File: src/rtl/ecc_key_pkg.sv
// ---------------------------------------------------------------------------
// ecc_key_pkg
//   Shared definitions for the ECC scalar-digit scanner:
//     - FSM state encoding (IDLE / SKIP / EMIT)
//     - default scalar width (B-233 order width)
//     - constant helper functions used to size the digit count and the
//       remaining-digit counter
// ---------------------------------------------------------------------------
package ecc_key_pkg;

    // FSM state encoding, kept as plain constants so older tools and
    // waveform viewers see a fixed 2-bit code.
    localparam logic [1:0] ST_IDLE = 2'd0;
    localparam logic [1:0] ST_SKIP = 2'd1;
    localparam logic [1:0] ST_EMIT = 2'd2;

    // Default scalar width: the B-233 group order.
    localparam int DEFAULT_KEY_W = 233;

    // Integer ceiling division, usable in parameter expressions.
    function automatic int ceil_div(input int num, input int den);
        return (num + den - 1) / den;
    endfunction

    // Number of bits needed to hold values 0 .. value-1.
    function automatic int clog2(input int value);
        int result;
        result = 0;
        for (int i = 0; i < 31; i++) begin
            if ((1 << i) < value) begin
                result = i + 1;
            end
        end
        return result;
    endfunction

endpackage

File: src/rtl/ecc_key_scanner.sv
// ---------------------------------------------------------------------------
// ecc_key_scanner
//   Loads a KEY_W-bit scalar and hands it out MSB-first as WIN_W-bit digits,
//   one digit per STEP handshake, to the double/add sequencer. Optionally
//   consumes leading all-zero digits internally so the sequencer never sees
//   them.
//
// Parameters
//   KEY_W    scalar width in bits
//   WIN_W    digit width in bits (1..4)
//   SKIP_LZ  1 = leading zero digits are skipped internally
//
// Ports
//   CLK          sole clock, rising edge
//   RST          asynchronous active-high reset
//   DIN          scalar to load
//   IN_VALID     load request (accepted only while IN_READY)
//   IN_READY     high only in IDLE
//   STEP         consumer accepts the current digit
//   ABORT        discard the current scalar (ignored in IDLE)
//   DIGIT        current digit, MSB-first (0 when not valid)
//   DIGIT_VALID  DIGIT is meaningful
//   DIGIT_LAST   the current digit is the final one
//   KEY_ZERO     one-cycle pulse when a zero scalar is offered
//   BUSY         not in IDLE
//
// Every output is a register or a decode of registered state; no input
// reaches an output combinationally.
// ---------------------------------------------------------------------------
module ecc_key_scanner
    import ecc_key_pkg::*;
#(
    parameter int KEY_W   = DEFAULT_KEY_W,
    parameter int WIN_W   = 1,
    parameter int SKIP_LZ = 1
) (
    input  logic             CLK,
    input  logic             RST,
    input  logic [KEY_W-1:0] DIN,
    input  logic             IN_VALID,
    output logic             IN_READY,
    input  logic             STEP,
    input  logic             ABORT,
    output logic [WIN_W-1:0] DIGIT,
    output logic             DIGIT_VALID,
    output logic             DIGIT_LAST,
    output logic             KEY_ZERO,
    output logic             BUSY
);

    // Geometry: the scalar is zero-extended on the MSB side so that only the
    // first digit can be partial.
    localparam int NDIG  = ceil_div(KEY_W, WIN_W);
    localparam int SR_W  = NDIG * WIN_W;
    localparam int CNT_W = clog2(NDIG + 1);

    localparam logic [CNT_W-1:0] CNT_FULL = CNT_W'(NDIG);
    localparam logic [CNT_W-1:0] CNT_ONE  = CNT_W'(1);

    // ------------------------------------------------------------------
    // State
    // ------------------------------------------------------------------
    logic [1:0]       state_q,  state_d;
    logic [SR_W-1:0]  shreg_q,  shreg_d;
    logic [CNT_W-1:0] count_q,  count_d;
    logic             kzero_q,  kzero_d;

    // ------------------------------------------------------------------
    // Datapath helpers
    // ------------------------------------------------------------------
    logic [SR_W-1:0]  din_ext;
    logic [SR_W-1:0]  shreg_shifted;
    logic [WIN_W-1:0] top_digit;
    logic [WIN_W-1:0] next_digit;
    logic [WIN_W-1:0] din_top_digit;
    logic             din_is_zero;

    assign din_ext       = SR_W'(DIN);
    assign shreg_shifted = shreg_q << WIN_W;
    assign top_digit     = shreg_q[SR_W-1 -: WIN_W];
    // Digit that becomes the top after this cycle's shift. The SKIP exit is
    // decided on it, so each leading zero digit costs exactly one cycle.
    assign next_digit    = shreg_shifted[SR_W-1 -: WIN_W];
    assign din_top_digit = din_ext[SR_W-1 -: WIN_W];
    assign din_is_zero   = (DIN == '0);

    // ------------------------------------------------------------------
    // Next-state logic
    // ------------------------------------------------------------------
    // NOTE: every signal driven here gets a default at the top of the block,
    // so no path through the case statement can leave it unassigned and infer
    // a latch.
    always_comb begin
        state_d = state_q;
        shreg_d = shreg_q;
        count_d = count_q;
        kzero_d = 1'b0;

        case (state_q)
            ST_IDLE: begin
                // ABORT is meaningless here, so a simultaneous load wins.
                if (IN_VALID) begin
                    if (din_is_zero) begin
                        kzero_d = 1'b1;
                    end else begin
                        shreg_d = din_ext;
                        count_d = CNT_FULL;
                        // Go straight to EMIT when there is nothing to skip,
                        // giving a one-cycle load latency.
                        if ((SKIP_LZ != 0) && (din_top_digit == '0)) begin
                            state_d = ST_SKIP;
                        end else begin
                            state_d = ST_EMIT;
                        end
                    end
                end
            end

            ST_SKIP: begin
                if (ABORT) begin
                    state_d = ST_IDLE;
                end else begin
                    // The scalar is non-zero, so a non-zero digit is always
                    // reached before the counter runs out.
                    shreg_d = shreg_shifted;
                    count_d = count_q - CNT_ONE;
                    if (next_digit != '0) begin
                        state_d = ST_EMIT;
                    end
                end
            end

            ST_EMIT: begin
                // ABORT outranks STEP: the pending digit is not consumed.
                if (ABORT) begin
                    state_d = ST_IDLE;
                end else if (STEP) begin
                    if (count_q == CNT_ONE) begin
                        state_d = ST_IDLE;
                    end else begin
                        shreg_d = shreg_shifted;
                        count_d = count_q - CNT_ONE;
                    end
                end
            end

            default: begin
                state_d = ST_IDLE;
            end
        endcase
    end

    // ------------------------------------------------------------------
    // Registers
    // ------------------------------------------------------------------
    // NOTE: state registers use non-blocking assignments so every flop
    // samples the pre-edge values, independent of statement order.
    always_ff @(posedge CLK or posedge RST) begin
        if (RST) begin
            state_q <= ST_IDLE;
            shreg_q <= '0;
            count_q <= '0;
            kzero_q <= 1'b0;
        end else begin
            state_q <= state_d;
            shreg_q <= shreg_d;
            count_q <= count_d;
            kzero_q <= kzero_d;
        end
    end

    // ------------------------------------------------------------------
    // Outputs, decoded from registered state only
    // ------------------------------------------------------------------
    assign IN_READY    = (state_q == ST_IDLE);
    assign BUSY        = (state_q != ST_IDLE);
    assign DIGIT_VALID = (state_q == ST_EMIT);
    // DIGIT is forced to zero outside EMIT so stale shift-register contents
    // never show on the bus.
    assign DIGIT       = DIGIT_VALID ? top_digit : '0;
    assign DIGIT_LAST  = DIGIT_VALID && (count_q == CNT_ONE);
    assign KEY_ZERO    = kzero_q;

endmodule

File: config.mk
export PLATFORM = sky130hd
export DESIGN_NAME = ecc_key_scanner
export DESIGN_NICKNAME = d
export VERILOG_FILES = /design/src/rtl/ecc_key_pkg.sv /design/src/rtl/ecc_key_scanner.sv
export SDC_FILE = /design/constraint.sdc
export NUM_CORES = 1
export LEC_CHECK = 0
export CORE_ASPECT_RATIO = 1.2
export CORE_UTILIZATION = 56
export CTS_CLUSTER_DIAMETER = 200
export DETAILED_ROUTE_END_ITERATION = 10
export PLACE_DENSITY = 0.86
export SETUP_SLACK_MARGIN = 0.5
export SYNTH_ARGS = -nofsm -noshare
export SYNTH_HDL_FRONTEND = slang
export SYNTH_SLANG_ARGS = --single-unit
File: constraint.sdc
create_clock -name CLK -period 21.2 [get_ports CLK]
set_input_delay 4.24 -clock CLK [delete_from_list [all_inputs] [get_ports CLK]]
set_output_delay 4.24 -clock CLK [all_outputs]
set_load 0.01 [all_outputs]
==> impl_summary.txt, run 1 <==
----------------------------------------------------
[Outcome]
  Run status ... finished clean

[Worst setup path]
  Critical path peak fanout ... 108
  Worst path arrival time ... 8130 ps
  Type of the worst setup path ... input port to register
  Highest-delay cell along the critical path ... sky130_fd_sc_hd__nor4_2
  Setup slack on the worst flop-to-flop path ... 17410 ps
  Critical path launch point type ... input port
  Nature of the critical path endpoint ... register
  Slowest Stage Delay on Critical Path ... 640 ps
  Required time of the critical path ... 21600 ps
  Critical Path, Cell by Cell ... clkdlybuf4s50_1 -> nor4_1 -> nand4_1 -> nor4_2 -> nand4_4 -> and2_4 -> buf_4 -> mux2_1

[Power and ir drop]
  P_int ... 0.00150 W
  Clock Power Share ... 18.4%
  Switching power share of the total ... 39.6%
  Proportion of power drawn by flip-flops and latches ... 33.9%
  P_leak ... 6.25 nW
  Combinational fraction of design power ... 47.7%
  Max VDD drop ... 0.000189 V
  Pwr per Cell Area ... 160 nW/um^2
  Power dissipated by switching net loads ... 0.000982 W

[STA]
  Fmax ... 130 MHz
  Pins over their slew limit ... 0
  Worst relative slew slack ... 24.5%
  Final Critical Period ... 7720 ps
  Final clock period utilization by the worst path ... 36.4%
  Setup repair after global routing missed its margin ... false
  Transition at the pin with the smallest max-transition slack ... 1130 ps
  Final total negative setup slack ... 0 ps
  Post-route setup slack ... 13480 ps
  Hold violation total from the final report ... 0
  Worst setup skew after layout ... 12.0 ps
  Final setup violation count ... 0

[Place]
  Place WS ... 12920 ps
  PortBufs ... 243
  Detailed-placement wirelength estimate ... 21200 um
  Placer Congestion ... 0.853

[Route]
  Antenna Nets Post-Route ... 0
  Via count ... 10390
  Wire length after detailed routing ... 33200 um
  Detailed-route wire length per cell ... 20.0 um
  Pre-antenna DRT Iters ... 5
  Remaining DRCs ... 0
  Drt via density ... 6.26
  First DRT Iteration DRCs ... 930

[Global route]
  Vias in the first global route ... 10283
  Grt total ovfl ... 0
  Maximum number of pins on one net before global-route repair ... 241
  First-pass GRT wire length ... 52500 um
  Overall fraction of global-route tracks in use ... 29.6%
  Antenna violations before repair ... 0

[CTS]
  Resize count post-CTS ... 0
  # hold bufs at CTS ... 0
  CTS clk-pin slew, worst paths ... 60 ps
  TritonCTS clock tree ... done
  Number of buffers added by the clock tree synthesis step ... 26
  Number of clock sinks ... 244
  H-tree level count ... 1
  Number of buffers on the longest clock path ... 3
  Clock latency reported for the late side of the worst-skew pair ... 530 ps
  Clock root buffer ... sky130_fd_sc_hd__clkbuf_16
  Post-CTS repair timing setup buffer count ... 0

[Layout]
  Footprint of the multi-input gates ... 5620 um^2
  Share of layout cells above drive strength 1 ... 4.46%
  Area Overhead vs Synth ... 27.3%
  Inserted Diodes ... 0
  Count of fill cells added during filler insertion ... 1498
  Number of nets in the final layout ... 1614
  Seq. cell area ... 6110 um^2

[Logic synthesis]
  Syn_area_per_cell ... 10.2 um^2
  Leading post-synthesis cells by instance count ... 467 x sky130_fd_sc_hd__a21oi_1, 244 x sky130_fd_sc_hd__dfrtp_1, 233 x sky130_fd_sc_hd__mux2i_1
  Async SR Flop Fraction ... 100%
  Dominant register cell in the synthesized netlist ... sky130_fd_sc_hd__dfrtp_1
  Yosys Warn Count ... 0
  Sequential area share after synthesis ... 50.1%
  Most area-hungry cell type in the Yosys netlist ... sky130_fd_sc_hd__dfrtp_1
  Net count of the mapped netlist ... 1441
  Post-synth EDFFs ... 0
  Fraction of post-synthesis cell area in the top cell type by area ... 50.1%
  FF+latch count, synth ... 244
  Cell types with the largest area share after synthesis ... sky130_fd_sc_hd__dfrtp_1 50%, sky130_fd_sc_hd__a21oi_1 19%, sky130_fd_sc_hd__mux2i_1 19%
  Synth Instances ... 1197
  Post-synthesis cell area ... 12200 um^2
  Most instantiated library cell after synthesis ... sky130_fd_sc_hd__a21oi_1
  Post-synthesis cell type count ... 34

[Floorplanning]
  Vert. Die Dim ... 164 um
  Ports placed on the boundary ... 244
  Total Die Area ... 22300 um^2
  Effective utilization at floorplan ... 57.7%
  Die X-Extent ... 137 um
  Number of rows created at floorplan ... 58
  Area of the core region ... 21100 um^2

[Run]
  Max-capacitance violation count ... 0

[Min path]
  Kind of path behind the tightest hold check ... register to register

----------------------------------------------------
==> per-stage QoR <==
stage / hold slack (ps) / cell area (um^2) / total power, W / util (%) / std cells
floorplan: 480 / 12200 / 0.00174 / - / 1197
global placement: 506 / 14600 / 0.00196 / 69.4 / 1612
detailed placement: 517 / 14600 / 0.00200 / 69.4 / 1612
CTS: 532 / 15500 / 0.00247 / 73.4 / 1660
global route: 552 / 15500 / 0.00264 / 73.4 / 1660
finish: 524 / 15500 / 0.00248 / 73.4 / 1660
==> area by class of cell <==
type                            count  area share (%)
Clock buffer                       35            4.62
Sequential cell                   244            39.4
Timing Repair Buffer              252            16.3
Inverter                           12           0.339
Multi-Input combinational cell    834            36.3
Clock inverter                     13           0.928
Tap cell                          270            2.18
==> path summary, 6_finish.rpt <==
| kind | to | depth (start not counted) | from |
|---|---|---|---|
| setup / recovery | count_q[0] | 8 | DIN[61] |
| hold / removal | shreg_q[49] | 2 | shreg_q[49] |
| setup reg to reg | count_q[0] | 9 | state_q[0] |
| hold reg to reg | shreg_q[49] | 2 | shreg_q[49] |
| max in group asynchronous | shreg_q[55] | 3 | RST |
| min in group asynchronous | KEY_ZERO | 2 | RST |
==> layer usage <==
layer	GRT usage [%]	share of wire [%]	wire length (um)	up-vias
met2	49.4	50	16500	432
met5	0	0	0	-
met1	39.4	41	13500	5067
met3	3.51	6.1	2040	79
met4	11.8	3.6	1200	0
li1	-	-	-	4812
==> worst max-delay path: cells and delay by family <==
| kind | cells | cell delay, ps |
|---|---|---|
| and+or+nand+nor | 5 | 2420 |
| buffers and inverters | 2 | 940 |
| muxes | 1 | 460 |
==> cell families (layout without fill, tap and decap cells) <==
| logic type | after synthesis | in the layout | synth area share, % |
|---|---|---|---|
| DFF | 244 | 244 | 50.1 |
| muxes | 236 | 236 | 19.4 |
| and+or+nand+nor | 109 | 109 | 5.56 |
| adders and majority gates | 6 | 6 | 0.616 |
| AOI/OAI and AO/OA | 483 | 483 | 20.3 |
| buffers and inverters | 119 | 312 | 3.99 |
==> placed cells by master, fill, tap and decap left out, types with 2 or more instances in the layout <==
master,instances
sky130_fd_sc_hd__mux2_2,2
sky130_fd_sc_hd__buf_12,2
sky130_fd_sc_hd__nor3_1,2
sky130_fd_sc_hd__clkbuf_1,7
sky130_fd_sc_hd__nand4_1,15
sky130_fd_sc_hd__clkinv_2,9
sky130_fd_sc_hd__nand2b_1,2
sky130_fd_sc_hd__and2_1,2
sky130_fd_sc_hd__a21oi_1,467
sky130_fd_sc_hd__ha_1,5
sky130_fd_sc_hd__nor4_2,3
sky130_fd_sc_hd__buf_4,7
sky130_fd_sc_hd__nor3b_1,2
sky130_fd_sc_hd__nand2_1,5
sky130_fd_sc_hd__clkdlybuf4s50_1,243
sky130_fd_sc_hd__a21o_1,3
sky130_fd_sc_hd__mux2i_1,233
sky130_fd_sc_hd__nor2_1,5
sky130_fd_sc_hd__inv_1,11
sky130_fd_sc_hd__nor2b_1,2
sky130_fd_sc_hd__nand3_1,6
sky130_fd_sc_hd__bufinv_16,3
sky130_fd_sc_hd__and3_1,2
sky130_fd_sc_hd__clkbuf_16,27
sky130_fd_sc_hd__o221ai_1,3
sky130_fd_sc_hd__dfrtp_1,244
sky130_fd_sc_hd__o221a_2,2
sky130_fd_sc_hd__nor4_1,60
==> sequential cells by signal (all words and copies together) (netlist names) <==
signal and count:
shreg_q 233, state_q 2, count_q 8, KEY_ZERO 1
==> power by group through the flow <==
stage / combinational (W) / sequential [W] / clock, W
global route: 0.00129 / 0.000864 / 0.000484
floorplan: 0.000944 / 0.000801 / 0
global placement: 0.00113 / 0.000829 / 0
detailed placement: 0.00117 / 0.000839 / 0
finish: 0.00118 / 0.000840 / 0.000457
CTS: 0.00117 / 0.000836 / 0.000464
Power figures use the tool's default switching activity.
==> inputs of run 2 (changes only) <==
--- a/config.mk
+++ b/config.mk
@@ -6,10 +6,10 @@
 export NUM_CORES = 1
 export LEC_CHECK = 0
 export CORE_ASPECT_RATIO = 1.2
-export CORE_UTILIZATION = 56
+export CORE_UTILIZATION = 52
 export CTS_CLUSTER_DIAMETER = 200
 export DETAILED_ROUTE_END_ITERATION = 10
-export PLACE_DENSITY = 0.86
+export PLACE_DENSITY = 0.81
 export SETUP_SLACK_MARGIN = 0.5
 export SYNTH_ARGS = -nofsm -noshare
 export SYNTH_HDL_FRONTEND = slang
==> constraint.sdc (replaced) <==
create_clock -name CLK -period 7.7 [get_ports CLK]
set_input_delay 1.54 -clock CLK [delete_from_list [all_inputs] [get_ports CLK]]
set_output_delay 1.54 -clock CLK [all_outputs]
set_load 0.01 [all_outputs]
==> run 2 against run 1 <==
Net effect: die area is 7.6% higher; sequential power grew to 2.8 times the previous value; cell count is 2.8% higher; total power grew to 2.8 times the previous value; flip-flop and latch count stayed put; clock skew is 9.0 ps higher; clock-buffer cell count is 1 higher; design area is 0.85% higher.
==> impl_summary.txt, run 2 (same netlist as run 1, synthesis figures left out) <==
----------------------------------------------------
[Worst setup path]
  Critical path launch point type ... input port
  Required time of the critical path ... 8110 ps
  Nature of the critical path endpoint ... register
  Worst path arrival time ... 5240 ps
  Combined buffer and inverter count along the critical path ... 2
  Highest-delay cell along the critical path ... sky130_fd_sc_hd__nor4_1
  Critical Path, Cell by Cell ... clkdlybuf4s50_1 -> nor4_1 -> nand4_1 -> nor4_2 -> nand4_4 -> and2_4 -> buf_4 -> mux2_1
  Category of cells accounting for the largest share of critical-path delay ... simple AND/OR/NAND/NOR gates
  Critical path peak fanout ... 112
  Slowest Stage Delay on Critical Path ... 720 ps
  Type of the worst setup path ... input port to register

[STA]
  Transition at the pin with the smallest max-transition slack ... 1180 ps
  Worst relative slew slack ... 21.1%
  Final Critical Period ... 4830 ps
  Post-route setup slack ... 2870 ps
  Final clock period utilization by the worst path ... 62.7%
  Worst setup skew after layout ... 21.0 ps
  Pins over their slew limit ... 0
  Final setup violation count ... 0
  Final total negative setup slack ... 0 ps
  Hold violation total from the final report ... 0
  Setup repair after global routing missed its margin ... false
  Fmax ... 207 MHz

[Route]
  Met3 WL ... 2100 um
  First DRT Iteration DRCs ... 805
  Met2 Wirelength ... 16500 um
  Detailed-route wire length per cell ... 19.4 um
  Length of routed wiring on met1 ... 13600 um
  Pre-antenna DRT Iters ... 5
  Wire length after detailed routing ... 33100 um
  Antenna Nets Post-Route ... 0
  Remaining DRCs ... 0
  Drt via density ... 6.06
  Uppermost metal layer occupied by signal nets ... met5
  Via count ... 10346

[Global route]
  Grt total ovfl ... 0
  Vias in the first global route ... 10095
  Antenna violations before repair ... 2
  Overall fraction of global-route tracks in use ... 26.7%
  First-pass GRT wire length ... 51800 um
  Maximum number of pins on one net before global-route repair ... 242

[CTS]
  # hold bufs at CTS ... 0
  Resize count post-CTS ... 0
  CTS clk-pin slew, worst paths ... 60 ps
  TritonCTS clock tree ... done
  Number of buffers on the longest clock path ... 3
  Clock root buffer ... sky130_fd_sc_hd__clkbuf_16
  Number of buffers added by the clock tree synthesis step ... 26
  Post-CTS repair timing setup buffer count ... 0
  Number of clock sinks ... 244
  H-tree level count ... 1
  Clock latency reported for the late side of the worst-skew pair ... 530 ps

[Floorplanning]
  Total Die Area ... 24000 um^2
  Vert. Die Dim ... 170 um
  Die X-Extent ... 142 um
  Area of the core region ... 23000 um^2
  Effective utilization at floorplan ... 52.8%
  Number of rows created at floorplan ... 61
  Ports placed on the boundary ... 244

[Power and ir drop]
  P_leak ... 6.25 nW
  Max VDD drop ... 0.000440 V
  Pwr per Cell Area ... 438 nW/um^2

[Layout]
  Footprint of the multi-input gates ... 5620 um^2
  Largest register by flop count ... shreg_q
  Area Overhead vs Synth ... 28.4%
  Most common cell after layout, fill and taps aside ... sky130_fd_sc_hd__a21oi_1
  Count of fill cells added during filler insertion ... 1809
  Number of nets in the final layout ... 1614
  Top flop regs ... shreg_q: 233 flops, count_q: 8 flops, state_q: 2 flops
  Most used cells in the layout excluding fill and tap cells ... 467 x sky130_fd_sc_hd__a21oi_1, 244 x sky130_fd_sc_hd__dfrtp_1, 243 x sky130_fd_sc_hd__clkdlybuf4s50_1
  Largest register FFs ... 233
  Seq. cell area ... 6110 um^2
  Share of layout cells above drive strength 1 ... 4.68%

[Run]
  Max-capacitance violation count ... 0

[Place]
  Place WS ... 2320 ps
  PortBufs ... 243
  Detailed-placement wirelength estimate ... 20600 um
  Placer Congestion ... 0.857

[Min path]
  Kind of path behind the tightest hold check ... register to register

[Outcome]
  Run status ... finished clean

----------------------------------------------------
run 2: worst paths after layout:
kind	from	endpoint	slack (ps)	cells after the start
worst max register to register	state_q[1]	count_q[0]	4280	9
worst min-delay path	shreg_q[0]	shreg_q[0]	510	1
min in group asynchronous	RST	shreg_q[232]	1510	3
worst min register to register	shreg_q[0]	shreg_q[0]	510	1
worst max-delay path	DIN[227]	count_q[0]	2870	8
max in group asynchronous	RST	shreg_q[163]	4800	4
run 2: cell type report:
| type | instances | area share [%] |
|---|---|---|
| antenna | 1 | 0.0160 |
| clock buffer | 36 | 4.86 |
| clock inverter | 12 | 0.968 |
| inverter | 12 | 0.312 |
| multi-input combinational | 834 | 36.0 |
| sequential | 244 | 39.0 |
| tap | 315 | 2.52 |
| timing repair buffer | 252 | 16.3 |
run 2: metal layers:
layer  GRT usage, %  up-vias
li1               -     4817
met1           34.5     5099
met2           46.0      365
met3           4.43       63
met4           8.13        2
met5              0        -
run 2: metrics by stage:
| stage | utilization [%] | cell area (um^2) | power, W | hold slack, ps | std cells |
|---|---|---|---|---|---|
| 2_1_floorplan | - | 12200 | 0.00480 | 480 | 1197 |
| 3_3_place_gp | 63.9 | 14700 | 0.00539 | 498 | 1657 |
| 3_5_place_dp | 63.9 | 14700 | 0.00551 | 505 | 1657 |
| 4_1_cts | 67.8 | 15600 | 0.00685 | 518 | 1705 |
| 5_1_grt | 67.8 | 15600 | 0.00729 | 539 | 1705 |
| 6_report | 67.8 | 15600 | 0.00686 | 513 | 1706 |
run 2: worst reg2reg max path, delay by kind of cell (launching register included):
| family | cells | cell delay (ps) |
|---|---|---|
| fa+ha+maj | 1 | 200 |
| buf+inv | 2 | 730 |
| flops | 1 | 400 |
| mux | 1 | 500 |
| simple gates | 5 | 1460 |
run 2: power by group:
part	internal (W)	leakage [nW]	switching (W)
Combinational	0.00142	3.14	0.00181
Sequential	0.00195	2.68	0.000358
Clock	0.000792	0.433	0.000526
Total	0.00416	6.25	0.00269
